## src/rtl/custom_types.sv

```systemverilog
`default_nettype none
// +--------------------------------------------------------------------------+
// | custom_types : opcode, controller state, ALU op and mux-select constants  |
// | Revision     : 1.0                                                        |
// +--------------------------------------------------------------------------+
package custom_types;

    typedef enum logic [3:0] {
        OP_NOP  = 4'h0,
        OP_ADD  = 4'h1,
        OP_SUB  = 4'h2,
        OP_AND  = 4'h3,
        OP_OR   = 4'h4,
        OP_LDI  = 4'h5,
        OP_LD   = 4'h6,
        OP_ST   = 4'h7,
        OP_JMP  = 4'h8,
        OP_JZ   = 4'h9,
        OP_HALT = 4'hF
    } opcode_t;

    typedef enum logic [2:0] {
        ST_FETCH     = 3'd0,
        ST_DECODE    = 3'd1,
        ST_EXECUTE   = 3'd2,
        ST_WRITEBACK = 3'd3,
        ST_HALT      = 3'd4
    } ctrl_state_t;

    typedef enum logic [1:0] {
        ALU_ADD = 2'd0,
        ALU_SUB = 2'd1,
        ALU_AND = 2'd2,
        ALU_OR  = 2'd3
    } alu_operation_t;

    localparam logic [1:0] C_SEL1_REG_RD   = 2'd0;
    localparam logic [1:0] C_SEL1_IMM4     = 2'd1;
    localparam logic [1:0] C_SEL1_ONE      = 2'd2;
    localparam logic [1:0] C_SEL1_ZERO     = 2'd3;

    localparam logic [1:0] C_SEL2_IMM2     = 2'd0;
    localparam logic [1:0] C_SEL2_PC       = 2'd1;
    localparam logic [1:0] C_SEL2_REG_RS   = 2'd2;
    localparam logic [1:0] C_SEL2_ZERO     = 2'd3;

    localparam logic [1:0] C_RES_MEM       = 2'd0;
    localparam logic [1:0] C_RES_ALU_REG   = 2'd1;
    localparam logic [1:0] C_RES_ALU_LIVE  = 2'd2;

    function automatic logic is_alu_op(input opcode_t op);
        return (op == OP_ADD) || (op == OP_SUB) || (op == OP_AND) || (op == OP_OR);
    endfunction

    // Opcodes that spend a cycle in EXECUTE; NOP and undefined values do not.
    function automatic logic needs_execute(input opcode_t op);
        return is_alu_op(op) || (op == OP_LDI) || (op == OP_LD) || (op == OP_ST) ||
               (op == OP_JMP) || (op == OP_JZ);
    endfunction

endpackage
`default_nettype wire

```

## src/rtl/control_decoder.sv

```systemverilog
`default_nettype none
// +--------------------------------------------------------------------------+
// | control_decoder : combinational control outputs from state/opcode/zero    |
// | Revision        : 1.0                                                     |
// +--------------------------------------------------------------------------+
module control_decoder
    import custom_types::*;
(
    input  ctrl_state_t    state,
    input  opcode_t        opcode,
    input  logic           zero,
    output logic           ir_write,
    output logic           pc_write,
    output logic           reg_write,
    output logic           mem_write,
    output logic           alu_write,
    output logic           zero_write,
    output logic [1:0]     alu_sel1,
    output logic [1:0]     alu_sel2,
    output alu_operation_t alu_op,
    output logic [1:0]     result_sel,
    output logic           halted
);

    always_comb begin
        // Selects idle at the PC-increment setting so quiet cycles stay deterministic.
        ir_write   = 1'b0;
        pc_write   = 1'b0;
        reg_write  = 1'b0;
        mem_write  = 1'b0;
        alu_write  = 1'b0;
        zero_write = 1'b0;
        alu_sel1   = C_SEL1_ONE;
        alu_sel2   = C_SEL2_PC;
        alu_op     = ALU_ADD;
        result_sel = C_RES_ALU_LIVE;
        halted     = 1'b0;

        case (state)
            ST_FETCH: begin
                ir_write = 1'b1;
                pc_write = 1'b1;
            end
            ST_DECODE: ;
            ST_EXECUTE: begin
                case (opcode)
                    OP_ADD, OP_SUB, OP_AND, OP_OR: begin
                        alu_sel1   = C_SEL1_REG_RD;
                        alu_sel2   = C_SEL2_REG_RS;
                        alu_write  = 1'b1;
                        zero_write = 1'b1;
                        case (opcode)
                            OP_SUB:  alu_op = ALU_SUB;
                            OP_AND:  alu_op = ALU_AND;
                            OP_OR:   alu_op = ALU_OR;
                            default: alu_op = ALU_ADD;
                        endcase
                    end
                    OP_LDI: begin
                        alu_sel1  = C_SEL1_ZERO;
                        alu_sel2  = C_SEL2_IMM2;
                        reg_write = 1'b1;
                    end
                    OP_ST: mem_write = 1'b1;
                    OP_JMP, OP_JZ: begin
                        alu_sel1 = C_SEL1_IMM4;
                        alu_sel2 = C_SEL2_ZERO;
                        pc_write = (opcode == OP_JMP) || zero;
                    end
                    default: ;
                endcase
            end
            ST_WRITEBACK: begin
                reg_write  = 1'b1;
                result_sel = (opcode == OP_LD) ? C_RES_MEM : C_RES_ALU_REG;
            end
            ST_HALT: halted = 1'b1;
            default: ;
        endcase
    end

endmodule
`default_nettype wire

```

## src/rtl/control_unit.sv

```systemverilog
`default_nettype none
// +--------------------------------------------------------------------------+
// | control_unit : multi-cycle FETCH/DECODE/EXECUTE/WRITEBACK/HALT controller |
// | Revision     : 1.0                                                        |
// +--------------------------------------------------------------------------+
module control_unit
    import custom_types::*;
(
    input  logic           clk,
    input  logic           reset,
    input  opcode_t        opcode,
    input  logic           zero,
    output logic           ir_write,
    output logic           pc_write,
    output logic           reg_write,
    output logic           mem_write,
    output logic           alu_write,
    output logic           zero_write,
    output logic [1:0]     alu_sel1,
    output logic [1:0]     alu_sel2,
    output alu_operation_t alu_op,
    output logic [1:0]     result_sel,
    output logic           halted
);

    ctrl_state_t r_state;

    logic w_ir_write;
    logic w_pc_write;
    logic w_reg_write;
    logic w_mem_write;
    logic w_alu_write;
    logic w_zero_write;
    logic w_halted;

    always_ff @(posedge clk or negedge reset) begin
        if (!reset) begin
            r_state <= ST_FETCH;
        end else begin
            case (r_state)
                ST_FETCH:  r_state <= ST_DECODE;
                ST_DECODE: begin
                    if (opcode == OP_HALT)
                        r_state <= ST_HALT;
                    else if (needs_execute(opcode))
                        r_state <= ST_EXECUTE;
                    else
                        r_state <= ST_FETCH;
                end
                ST_EXECUTE: begin
                    if (is_alu_op(opcode) || (opcode == OP_LD))
                        r_state <= ST_WRITEBACK;
                    else
                        r_state <= ST_FETCH;
                end
                ST_WRITEBACK: r_state <= ST_FETCH;
                ST_HALT:      r_state <= ST_HALT;
                default:      r_state <= ST_FETCH;
            endcase
        end
    end

    control_decoder u_decoder (
        .state      (r_state),
        .opcode     (opcode),
        .zero       (zero),
        .ir_write   (w_ir_write),
        .pc_write   (w_pc_write),
        .reg_write  (w_reg_write),
        .mem_write  (w_mem_write),
        .alu_write  (w_alu_write),
        .zero_write (w_zero_write),
        .alu_sel1   (alu_sel1),
        .alu_sel2   (alu_sel2),
        .alu_op     (alu_op),
        .result_sel (result_sel),
        .halted     (w_halted)
    );

    // The state sits in FETCH during reset, so enables are masked directly by reset.
    assign ir_write   = reset & w_ir_write;
    assign pc_write   = reset & w_pc_write;
    assign reg_write  = reset & w_reg_write;
    assign mem_write  = reset & w_mem_write;
    assign alu_write  = reset & w_alu_write;
    assign zero_write = reset & w_zero_write;
    assign halted     = reset & w_halted;

endmodule
`default_nettype wire

```

## config.mk

```make
export PLATFORM = sky130hd
export DESIGN_NAME = control_unit
export DESIGN_NICKNAME = d
export VERILOG_FILES = /design/src/rtl/custom_types.sv /design/src/rtl/control_decoder.sv /design/src/rtl/control_unit.sv
export SDC_FILE = /design/constraint.sdc
export NUM_CORES = 1
export LEC_CHECK = 0
export CAP_MARGIN = 20
export CORE_AREA = 2 2 39 41
export CTS_BUF_LIST = sky130_fd_sc_hd__clkbuf_8
export CTS_CLUSTER_DIAMETER = 150
export DETAILED_ROUTE_END_ITERATION = 6
export DIE_AREA = 0 0 41 43
export PLACE_DENSITY = 0.68
export SLEW_MARGIN = 20
export SYNTH_ARGS = -nofsm -noshare
export SYNTH_HDL_FRONTEND = slang
export SYNTH_SLANG_ARGS = --single-unit
```

## constraint.sdc

```tcl
create_clock -name clk -period 2.1 [get_ports clk]
set_clock_uncertainty 0.1 [all_clocks]
set_input_delay 0.315 -clock clk [delete_from_list [all_inputs] [get_ports clk]]
set_output_delay 0.315 -clock clk [all_outputs]
set_load 0.01 [all_outputs]
```

After elaboration in Yosys (flattened, before gate mapping)
Index checks and enable logic that the tools add are counted.

Flip-flop bits (word level): 3. Output and inout bits: 15. Word-level logic and storage cells: 57.

Equal/unequal tests: 14. Multiplexer cells: 23. Bitwise operators: 6. Reductions and logical operators: 13.

Operator list (count): $pmux W2 S3 (3); $eq A4 B3 Y1 const B (4); $mux W2 (7); $eq A4 B4 Y1 const B (3); $pmux W3 S4 (1); $logic_or A1 B1 Y1 (10); $mux W1 (9); $eq A4 B2 Y1 const B (2); $and A1 B1 Y1 (6); $eq A3 B2 Y1 const B (2); $eq A4 B1 Y1 const B (1); $pmux W1 S2 (2); $reduce_or A4 Y1 (1); $eq A3 B1 Y1 const B (1); $eq A3 B3 Y1 const B (1); $logic_not A3 Y1 (1); $mux W3 (1); $reduce_or A2 Y1 (1).

Depth between registers and ports, before layout
Depth after elaboration: 12. Gate-level depth with buffers: 5. Mapped depth without buffers: 3.

Modules after synthesis
Synthesis repeated with hierarchy kept, for this count alone.

Cell total of the unflattened synthesis: 63. Area, all modules: 485.5 um^2.

By module, submodules not included: control_decoder (instances 1, cells an instance 40, area an instance 279.0 um^2); control_unit (instances 1, cells an instance 23, area an instance 206.4 um^2).

Worst setup path before layout
Ideal clock, no wire load.

Path type: register to output. Start point: register r_state[0]. End point: output port zero_write. Data arrival time: 1417 ps. Slack: 268 ps. Stages on the path, launching flop included: 6. Cells stage by stage: dfrtp_1 > buf_4 > or4b_4 > nor2_2 > and3_1 > buf_4.

Longest elaborated chain between the ends: 3.

Ends and longest elaborated chain: start: declaration (line control_unit.sv:26) `ctrl_state_t r_state;`; start signal: assignment (line control_unit.sv:38) `r_state <= ST_FETCH;`; start signal: assignment (line control_unit.sv:41) `ST_FETCH: r_state <= ST_DECODE;`; start signal: assignment (line control_unit.sv:44) `r_state <= ST_HALT;`; $eq A3 B2 Y1; $mux W1; $and A1 B1 Y1; end: declaration (line control_unit.sv:18) `output logic zero_write,`.

Every way passes these cells.

Worst setup path after layout
Start point: register r_state[2]. End point: output port alu_op[1].

Longest elaborated chain between the ends: 2.

Ends and longest elaborated chain: $eq A3 B2 Y1 (line control_decoder.sv:39) `case (state)`; $mux W2 (line control_decoder.sv:39); end: declaration (line control_unit.sv:21) `output alu_operation_t alu_op,`.

Every way passes these cells.

==> results.tsv <==
metric	value	unit
drt total wl	1310	microns
global-route wire length before repair	2080	microns
Hold Path Class	in2async	
Clock Root Buffer	clkbuf_8	
gpl congestion	0.784	
TritonRoute pass-1 iters	4	
crit path time final	1990	ps
post-synth design cell area	445	sq um
Place WS	-426	ps
Synth Flop Type	dfrtp_1	
initial antenna violation count	0	
Setup Viol. Count Final	0	
chip width	41	microns
hold_buf cts	0	
final instance area	805	sq um
Hold Violations, Final	0	
asr flop ratio synth	100	%
Critical Path Start	r_state[2]	
Tot GR Track Use	17.3	%
Post-DRT Antenna Nets	0	
Avg Inst Size Synth	7.55	sq um
period utilization	94.8	%
Starting Density	32.2	%
Critical Path RT	1680	ps
grt ovf	0	
Pwr per Cell Area	823	mW/mm^2
Synth Instances	59	
CP Capture Type	primary output	
Placed Instances	99	
RSZ-0062 raised after global routing	false	
clock buffer depth	2	
synth unique cells	33	
leading cell type in the layout, fill and taps excluded	buf_4	
n_diodes	0	
non-filler instance count after layout	106	
largest registers	r_state: 3 flops	
Via density	5.21	
syn nets	66	
number of DRC markers in iteration 0	5	
total chip power	0.662	mW
dominant cells by area after synthesis	dfrtp_1 17%, buf_4 6.7%, nor4b_1 5.9%	
RR Startpoint	r_state[2]	
synthesis-to-layout area growth	80.6	%
Synth warnings	0	
max frequency	0.502	GHz
status	finished clean	
core area	0.00138	sq mm
Pleak	0.401	nW
Setup crit start kind	flip-flop	
number of flip-flops in the largest register	3	
post-synthesis sequential area ratio	16.9	%
type of the worst setup path	reg2out	
port bufs	21	
EDFF count, synth	0	
fin worst setup slack	109	ps
H-tree depth	1	
Worst Path Arrival	1580	ps
Slew HR	79.3	%
CP max FO	2	
Core Util, Final	58.1	%
DPL Wire Length	845	microns
# rows	14	
area leader, netlist	dfrtp_1	
wire per inst	12.3	microns
Slew Limit Fails	0	
Max rail drop VDD	559	uV
CTS tree	done	
worst skew pair latency	210	ps
Die Ht	43	microns
CTS clk-pin slew, worst paths	30	ps
filler cell count	130	
Slew @ Worst Pin	306	ps
vias	552	
area of the die	0.00176	sq mm
DP Area	699	sq um
most frequent cells in the layout	11 x buf_4, 6 x nand2_1, 5 x dlymetal6s2s_1, 5 x dlygate4sd2_1	
DRC	0	
vias in the first global route	499	
share of the synthesized area in the top cell type	16.9	%
Final nets	98	
max-cap violation count	0	
share of cells above drive strength 1	35.6	%
register bank with the most flops	r_state	
clock sink count	3	
CTS Buf Count	3	
pin count of the biggest net entering global routing	14	
number of placed I/O pins	22	
Yosys reg bits	3	
logic make-up (layout without fill, tap and decap cells):
family / after synthesis / after routing / share of synthesized area (%)
xor+xnor: 2 / 2 / 3.93
compound gates: 15 / 15 / 22.2
buf+inv: 8 / 39 / 12.4
simple gates: 31 / 31 / 44.7
flops: 3 / 3 / 16.9
cells in the mapped netlist, types with 2 or more instances:
cell      count
nor3_1        3
nand2b_1      3
nand3b_1      2
buf_2         2
a21oi_1       3
nor4b_1       3
dfrtp_1       3
nand2_1       6
buf_4         4
nor2b_1       2
nor2_1        2
and3_1        3
o21ai_0       3
report_power, final:
| part | leakage [nW] | total [mW] | switching [mW] | internal, mW |
|---|---|---|---|---|
| clock | 0.0269 | 0.159 | 0.0353 | 0.124 |
| sequential | 0.0389 | 0.0928 | 0.0118 | 0.0810 |
| combinational | 0.336 | 0.410 | 0.196 | 0.214 |
routing by layer:
metal / global-route usage [%] / routed length (microns)
met5: 0 / 0
met1: 19.7 / 546
met2: 30.0 / 706
met3: 1.57 / 55
met4: 8.00 / 0
critical path, stage by stage, from the launching register on:
cell             delay, ps
dfrtp_1                370
or4b_4                 540
a21oi_1                190
clkdlybuf4s15_1        260
worst paths after layout:
| check | end | slack, ps | cells after the start |
|---|---|---|---|
| min in group clk | r_state[0] | 480 | 4 |
| worst min-delay path | r_state[2] | 80 | 2 |
| worst min register to register | r_state[1] | 510 | 2 |
| worst max-delay path | alu_op[1] | 110 | 3 |
| max in group asynchronous | r_state[0] | 1730 | 2 |
| worst max register to register | r_state[1] | 540 | 4 |
area by class of cell:
type / instances / area [sq um] / area share [%]
inverter: 1 / 3.75 / 0.467
tap: 16 / 20.0 / 2.49
sequential: 3 / 75.1 / 9.33
clock buffer: 3 / 41.3 / 5.13
clock inverter: 1 / 3.75 / 0.467
timing repair buffer: 34 / 312 / 38.7
multi-input combinational: 48 / 349 / 43.4
metrics by stage:
step                      hold WS (ps)  setup TNS (ps)
after global routing              90.2               0
after global placement             498           -3100
after detailed placement           497           -3200
after floorplan                  -80.6               0
final                             78.2               0
after CTS                          431            -114
timing repair:
item | in CTS | in global routing
setup buffers | 3 | 0
resized for setup | 35 | 14
pin swaps | 2 | 4
setup endpoints to repair | 13 | 9
Power figures use the tool's default switching activity.
